==> src/rtl/rll_key_pkg.sv <==
// Shared definitions for the RLL16 key loader: FSM state encoding and
// default parameter values.
package rll_key_pkg;

  localparam int KEY_WIDTH_DEF = 16;
  localparam int MAX_FAIL_DEF  = 3;

  typedef enum logic [1:0] {
    IDLE   = 2'd0,
    SHIFT  = 2'd1,
    LOCKED = 2'd2
  } rll_key_state_t;

endpackage

==> src/rtl/rll_key_shreg.sv <==
// Shadow shift register for the serial key, MSB first, with a running
// XOR of every data bit shifted in and a synchronous clear.
module rll_key_shreg
  import rll_key_pkg::*;
#(
  parameter int WIDTH = KEY_WIDTH_DEF
) (
  input  logic             clk,
  input  logic             rst,
  input  logic             clear_i,
  input  logic             shift_i,
  input  logic             bit_i,
  output logic [WIDTH-1:0] shadow_o,
  output logic             parity_o
);

  logic [WIDTH-1:0] shadow_q;
  logic             parity_q;

  always_ff @(posedge clk) begin
    if (rst || clear_i) begin
      shadow_q <= '0;
      parity_q <= 1'b0;
    end else if (shift_i) begin
      shadow_q <= {shadow_q[WIDTH-2:0], bit_i};
      parity_q <= parity_q ^ bit_i;
    end
  end

  assign shadow_o = shadow_q;
  assign parity_o = parity_q;

endmodule

==> src/rtl/rll_key_loader.sv <==
// Bit-serial key loader: checks even parity over key plus parity bit,
// commits the key atomically and locks out after repeated failures.
module rll_key_loader
  import rll_key_pkg::*;
#(
  parameter int KEY_WIDTH = KEY_WIDTH_DEF,
  parameter int MAX_FAIL  = MAX_FAIL_DEF
) (
  input  logic                 clk,
  input  logic                 rst,
  input  logic                 load_start,
  input  logic                 bit_in,
  input  logic                 bit_valid,
  output logic                 bit_ready,
  output logic [KEY_WIDTH-1:0] key_out,
  output logic                 key_good,
  output logic                 commit,
  output logic                 load_err,
  output logic                 lockout
);

  localparam int CW = $clog2(KEY_WIDTH + 1);
  localparam int FW = $clog2(MAX_FAIL + 1);

  rll_key_state_t state_q, state_d;
  logic [CW-1:0]        cnt_q, cnt_d;
  logic [FW-1:0]        fail_q, fail_d;
  logic [KEY_WIDTH-1:0] key_q, key_d;
  logic                 good_q, good_d;
  logic                 commit_q, commit_d;
  logic                 err_q, err_d;
  logic                 lock_q, lock_d;
  logic                 ready_q, ready_d;

  logic                 clear, shift, accept, parity;
  logic [KEY_WIDTH-1:0] shadow;
  logic [FW-1:0]        fail_inc;

  rll_key_shreg #(.WIDTH(KEY_WIDTH)) u_shreg (
    .clk      (clk),
    .rst      (rst),
    .clear_i  (clear),
    .shift_i  (shift),
    .bit_i    (bit_in),
    .shadow_o (shadow),
    .parity_o (parity)
  );

  // ready_q is high exactly while in SHIFT, so it doubles as the accept gate
  assign accept   = bit_valid & ready_q;
  assign fail_inc = fail_q + FW'(1);

  always_comb begin
    state_d  = state_q;
    cnt_d    = cnt_q;
    fail_d   = fail_q;
    key_d    = key_q;
    good_d   = good_q;
    commit_d = 1'b0;
    err_d    = 1'b0;
    lock_d   = lock_q;
    clear    = 1'b0;
    shift    = 1'b0;
    case (state_q)
      IDLE: begin
        if (load_start) begin
          clear   = 1'b1;
          cnt_d   = '0;
          state_d = SHIFT;
        end
      end
      SHIFT: begin
        if (load_start) begin
          clear = 1'b1;
          cnt_d = '0;
        end else if (accept) begin
          if (cnt_q < CW'(KEY_WIDTH)) begin
            shift = 1'b1;
            cnt_d = cnt_q + CW'(1);
          end else if ((parity ^ bit_in) == 1'b0) begin
            key_d    = shadow;
            good_d   = 1'b1;
            commit_d = 1'b1;
            fail_d   = '0;
            state_d  = IDLE;
          end else begin
            err_d = 1'b1;
            if (fail_q != FW'(MAX_FAIL)) fail_d = fail_inc;
            if (fail_inc == FW'(MAX_FAIL)) begin
              key_d   = '0;
              good_d  = 1'b0;
              lock_d  = 1'b1;
              state_d = LOCKED;
            end else begin
              state_d = IDLE;
            end
          end
        end
      end
      LOCKED: begin
        key_d  = '0;
        good_d = 1'b0;
        lock_d = 1'b1;
      end
      default: state_d = IDLE;
    endcase
    ready_d = (state_d == SHIFT);
  end

  always_ff @(posedge clk) begin
    if (rst) begin
      state_q  <= IDLE;
      cnt_q    <= '0;
      fail_q   <= '0;
      key_q    <= '0;
      good_q   <= 1'b0;
      commit_q <= 1'b0;
      err_q    <= 1'b0;
      lock_q   <= 1'b0;
      ready_q  <= 1'b0;
    end else begin
      state_q  <= state_d;
      cnt_q    <= cnt_d;
      fail_q   <= fail_d;
      key_q    <= key_d;
      good_q   <= good_d;
      commit_q <= commit_d;
      err_q    <= err_d;
      lock_q   <= lock_d;
      ready_q  <= ready_d;
    end
  end

  assign bit_ready = ready_q;
  assign key_out   = key_q;
  assign key_good  = good_q;
  assign commit    = commit_q;
  assign load_err  = err_q;
  assign lockout   = lock_q;

endmodule

==> config.mk <==
export PLATFORM = sky130hd
export DESIGN_NAME = rll_key_loader
export DESIGN_NICKNAME = d
export VERILOG_FILES = /design/src/rtl/rll_key_pkg.sv /design/src/rtl/rll_key_shreg.sv /design/src/rtl/rll_key_loader.sv
export SDC_FILE = /design/constraint.sdc
export NUM_CORES = 1
export LEC_CHECK = 0
export CORE_MARGIN = 3
export CORE_UTILIZATION = 55
export DETAILED_ROUTE_END_ITERATION = 10
export PLACE_DENSITY_LB_ADDON = 0.15
export SYNTH_ARGS = -nofsm -noshare
export SYNTH_HDL_FRONTEND = slang
export SYNTH_SLANG_ARGS = --single-unit
==> constraint.sdc <==
create_clock -name clk -period 4.4 [get_ports clk]
set_clock_uncertainty 0.15 [all_clocks]
set_input_delay 0.88 -clock clk [delete_from_list [all_inputs] [get_ports clk]]
set_output_delay 0.88 -clock clk [all_outputs]
set_load 0.01 [all_outputs]
======== After elaboration in Yosys (flattened, before gate mapping) ========
Index checks and enable logic that the tools add are counted.
storage, ports and cells
  flip-flop bits (word level) ............. 47
  input bits .............................. 5
  output and inout port bits .............. 21
  word-level logic and storage cells ...... 85
cells by class
  add/sub/neg operators ................... 2
  order comparisons ....................... 1
  equal/unequal tests ..................... 15
  muxes and demuxes ....................... 40
  bitwise gates (word level) .............. 6
  reduce and logical (&&, ||, !) cells .... 10
operator list
  cell                 number
  $mux 16              5
  $pmux 16 s2          1
  $mux 5               4
  $mux 1               18
  $mux 2               8
  $ne 2x2->1 const B   7
  $pmux 5 s2           1
  $reduce_and 5->1     2
  $ne 3x3->1 const B   3
  $pmux 2 s3           1
  $reduce_and 6->1     1
  $add 5x1->5 const B  1
  $lt 5x5->1 const B   1
  $reduce_or 5->1      1
  $eq 2x1->1 const B   2
  $eq 2x2->1 const B   2
  $not 1->1            4
  $pmux 1 s2           2
  $reduce_and 4->1     1
  $reduce_bool 2->1    2
  $add 2x1->2 const B  1
  $logic_not 2->1      1
  $ne 2x1->1 const B   1
  $reduce_or 2->1      1
  other kinds (3)      3

======== Longest topological paths before layout ========
  depth after elaboration ................. 9
  mapped depth ............................ 7
  mapped depth without buffers ............ 5

======== Hierarchy ========
A second synthesis with hierarchy kept.
unflattened totals
  cells, all modules ...................... 167
  area total of the unflattened synthesis .. 1851.8 µm²
modules (own cells, without submodules)
  module          instances  cells an instance  area an instance (µm²)  sequential area each (µm²)
  rll_key_loader  1          110                1209.9                  600.6
  rll_key_shreg   1          57                 641.9                   340.3

======== Worst setup path after synthesis ========
No wires, ideal clock.
  path kind ............................... input-to-reg
  start ................................... input load_start
  end ..................................... register fail_q[1]
  library setup time ...................... 0.128 ns
  arrival time ............................ 1.776 ns
  data required time ...................... 4.122 ns
  slack ................................... 2.345 ns
  cell stages on the path ................. 4
  path buffers ............................ 0
  cells stage by stage .................... or3b_4 -> a211oi_1 -> o32ai_1 -> nor2b_1
on the way
  longest elaborated chain between the ends .. 2
ends and longest elaborated chain
  item                        line                   text
  start, declared             rll_key_loader.sv:11   input logic load_start,
  $not 1->1 (no line)         n/a
  $reduce_and 5->1 (no line)  n/a
  end signal, assigned        rll_key_loader.sv:124  fail_q <= fail_d;
  end, declared               rll_key_loader.sv:27   logic [FW-1:0] fail_q, fail_d;
Every way passes these cells.
A chain may end at the register's enable or synchronous reset.

======== Worst setup path in the final report ========
  start ................................... input load_start
  end ..................................... register key_q[14] (netlist: key_out[14])
on the way
  longest elaborated chain between the ends .. 2
ends and longest elaborated chain
  item                        line                   text
  $ne 2x2->1 (no line)        n/a
  $reduce_and 5->1 (no line)  n/a
  end signal, assigned        rll_key_loader.sv:125  key_q <= key_d;
  end, declared               rll_key_loader.sv:28   logic [KEY_WIDTH-1:0] key_q, key_d;
Every way passes these cells.

==> results.toml <==
[finish]
drive_gt1_share_pct = 12.3
fin_nets = 211
area.growth.synth_to_final_pct = 19.0
diodes = 0
layout.cells.non_filler = 246
final_core_util_pct = 72.6

[clock_tree]
cts_resized = 0
postCtsHoldBufs = 0
cts.root.buffer_cell = "clkbuf_4"
clk_latency_ns = 0.35
cts_setup_buffers = 0
cts_buffer_depth = 2
path_clk_slew_ns = 0.13
numCtsBuffers = 5
htreeDepth = 2
cts_tree = "done"
clock-sinks = 47

[timing]
finalCritPeriodShare_pct = 56.6
tightestPinTransition_ns = 0.682
report.final.hold_viol_count = 0
final-max-slew-violation-count = 0
max-slew-margin-rel_pct = 54.4
whs_ns = 0.321
rsz0062_at_grt = "no"
setup_viol = 0
fmax_mhz = 401
fin_crit_ns = 2.49
tns_ns = 0

[synthesis]
synth_area_um2 = 1770
synthCells = 180
yosysSeqAreaShare_pct = 53.2
syn_nets = 188
synthTopCellsByArea = "dfxtp_1, nand2_1, a21oi_1"
synthTopCellsByCount = "dfxtp_1, nand2_1, a21oi_1, a22o_2, nor2_1"
synth.most_common_cell = "dfxtp_1"
yosysTopAreaCell = "dfxtp_1"
yosysWarnings = 0
yosys.area.top_type_share_pct = 53.2
synth_seq_cells = 47
synth-async-reset-ratio_pct = 0
synth-edff-count = 0
yosysUniqueCellTypes = 38
yosys_most_used_dff = "dfxtp_1"
syn_area_per_cell_um2 = 9.82

[critical_path]
slowest_stage = "nor3_4"
cp_data_required_time_ns = 4.56
worstSetupStartpointType = "input pin"
critPathMaxStageDelay_ns = 0.61
r2r_cells = 4
critPathMaxFanout = 17
path_cells = "clkdlybuf4s50_1 -> nor2_4 -> nand3_1 -> nor3_4 -> a22o_2"
endpoint_kind = "register"
crit_type = "in -> reg"
crit_arrival_ns = 2.65

[pwr]
combPwrFrac_pct = 3.6
leakage_nw = 0.746
power_mw = 0.720
p_switching_mw = 0.149
clkPwrFrac_pct = 36.7
cell_internal_pwr_mw = 0.571
power.density_nw_per_um2 = 342
ir_drop_uv = 285
p_seq_share_pct = 59.7
swShare_pct = 20.7

[route]
num_vias = 1378
drt-total-wl_um = 3520
first_pass_iters = 4
post-route-drc-count = 0
wl_per_cell_um = 14.3
viasPerCell = 5.60
antenna_left = 0
drtIter0Drc = 60

[global_routing]
grt_pass1_vias = 1276
met2_usage_pct = 28.6
met1_usage_pct = 24.9
top_usage_layer = "met2"
grt_pass1_wl_um = 5830
grtUsageMet3_pct = 3.96
grt_max_degree = 21
grt_overflow = 0
grt_use_total_pct = 18.6
antenna_found_initial = 0

[min_path]
hold_depth = 2
holdCritPathClass = "reg -> reg"

[die]
die_area_um2 = 3930
start_util_pct = 61.0
die_w_um = 62.7
coreArea_um2 = 2900
rows = 19
io_pins = 26
die_h_um = 62.7

[placement]
gp_congestion = 0.812
placedCellCount = 238
place_hpwl_um = 2310
portBuffers = 25

[run]
drv_cap = 0

[status]
outcome = "finished, final reports clean"
-- final timing paths --
check	slack [ns]	endpoint	startpoint
worst min register to register	0.32	u_shreg.shadow_o[3]$_SDFFE_PP0P_	u_shreg.shadow_o[2]$_SDFFE_PP0P_
worst max-delay path	1.91	key_out[14]$_SDFFE_PP0P_	load_start
worst min-delay path	0.32	u_shreg.shadow_o[3]$_SDFFE_PP0P_	u_shreg.shadow_o[2]$_SDFFE_PP0P_
worst max register to register	2.55	key_out[14]$_SDFFE_PP0P_	state_q[1]$_SDFF_PP0_
-- per-stage QoR --
stage               area, um2  setup WS (ns)
floorplan                1770           2.35
global placement         2020           1.63
CTS                      2100           1.92
finish                   2100           1.91
global route             2100           1.79
detailed placement       2020           1.53
-- state kept, by name, indices dropped and copies added (netlist names) --
name,flops
bit_ready,1
cnt_q,5
commit,1
fail_q,2
key_good,1
key_out,16
load_err,1
lockout,1
state_q,2
u_shreg.parity_o,1
u_shreg.shadow_o,16
-- cells in the final DEF, fill, tap and decap left out, types with 3 or more instances in the layout --
cell type        instances
dfxtp_1                 47
nand2_1                 32
clkdlybuf4s50_1         25
a21oi_1                 20
a22o_2                  10
nor2_1                   9
nand3_1                  6
a22o_1                   6
clkbuf_4                 5
inv_1                    4
xor2_1                   3
nor3_1                   3
ha_1                     3
-- area by class of cell --
| cell class | instances | area (um2) |
|---|---|---|
| flip-flops and latches | 47 | 941 |
| fillers | 240 | 796 |
| multi-input cells | 120 | 759 |
| repair buffers | 25 | 250 |
| well taps | 42 | 52.6 |
| clock buffers | 6 | 51.3 |
| clock inverters | 2 | 35.0 |
| inverters | 4 | 15.0 |
-- metal layers --
| metal | share of wire, % | vias to the layer above |
|---|---|---|
| met2 | 49 | 37 |
| li1 | - | 683 |
| met3 | 5.5 | 6 |
| met4 | 1.2 | 0 |
| met5 | 0 | - |
| met1 | 44 | 652 |
-- worst max-delay path, delay by kind of cell --
| family | cells | cell delay (ns) |
|---|---|---|
| AND/OR/NAND/NOR | 3 | 0.96 |
| buffers and inverters | 1 | 0.54 |
| AO/OA/AOI/OAI | 1 | 0.27 |
-- logic make-up after synthesis --
| kind of cell | after synthesis | synth area share [%] |
|---|---|---|
| buf+inv | 13 | 3.82 |
| compound gates | 49 | 20.4 |
| simple gates | 64 | 18.0 |
| xor+xnor | 4 | 2.41 |
| flops | 47 | 53.2 |
| fa+ha+maj | 3 | 2.12 |
-- power groups by stage --
stage                     sequential [mW]  combinational (mW)  clock [mW]
final                               0.430              0.0257       0.264
after global routing                0.430              0.0282       0.286
after CTS                           0.430              0.0258       0.269
after detailed placement            0.439              0.0258           0
after global placement              0.439              0.0245           0
after floorplan                     0.439              0.0163           0
No activity file was read; power rests on OpenSTA's default activity.
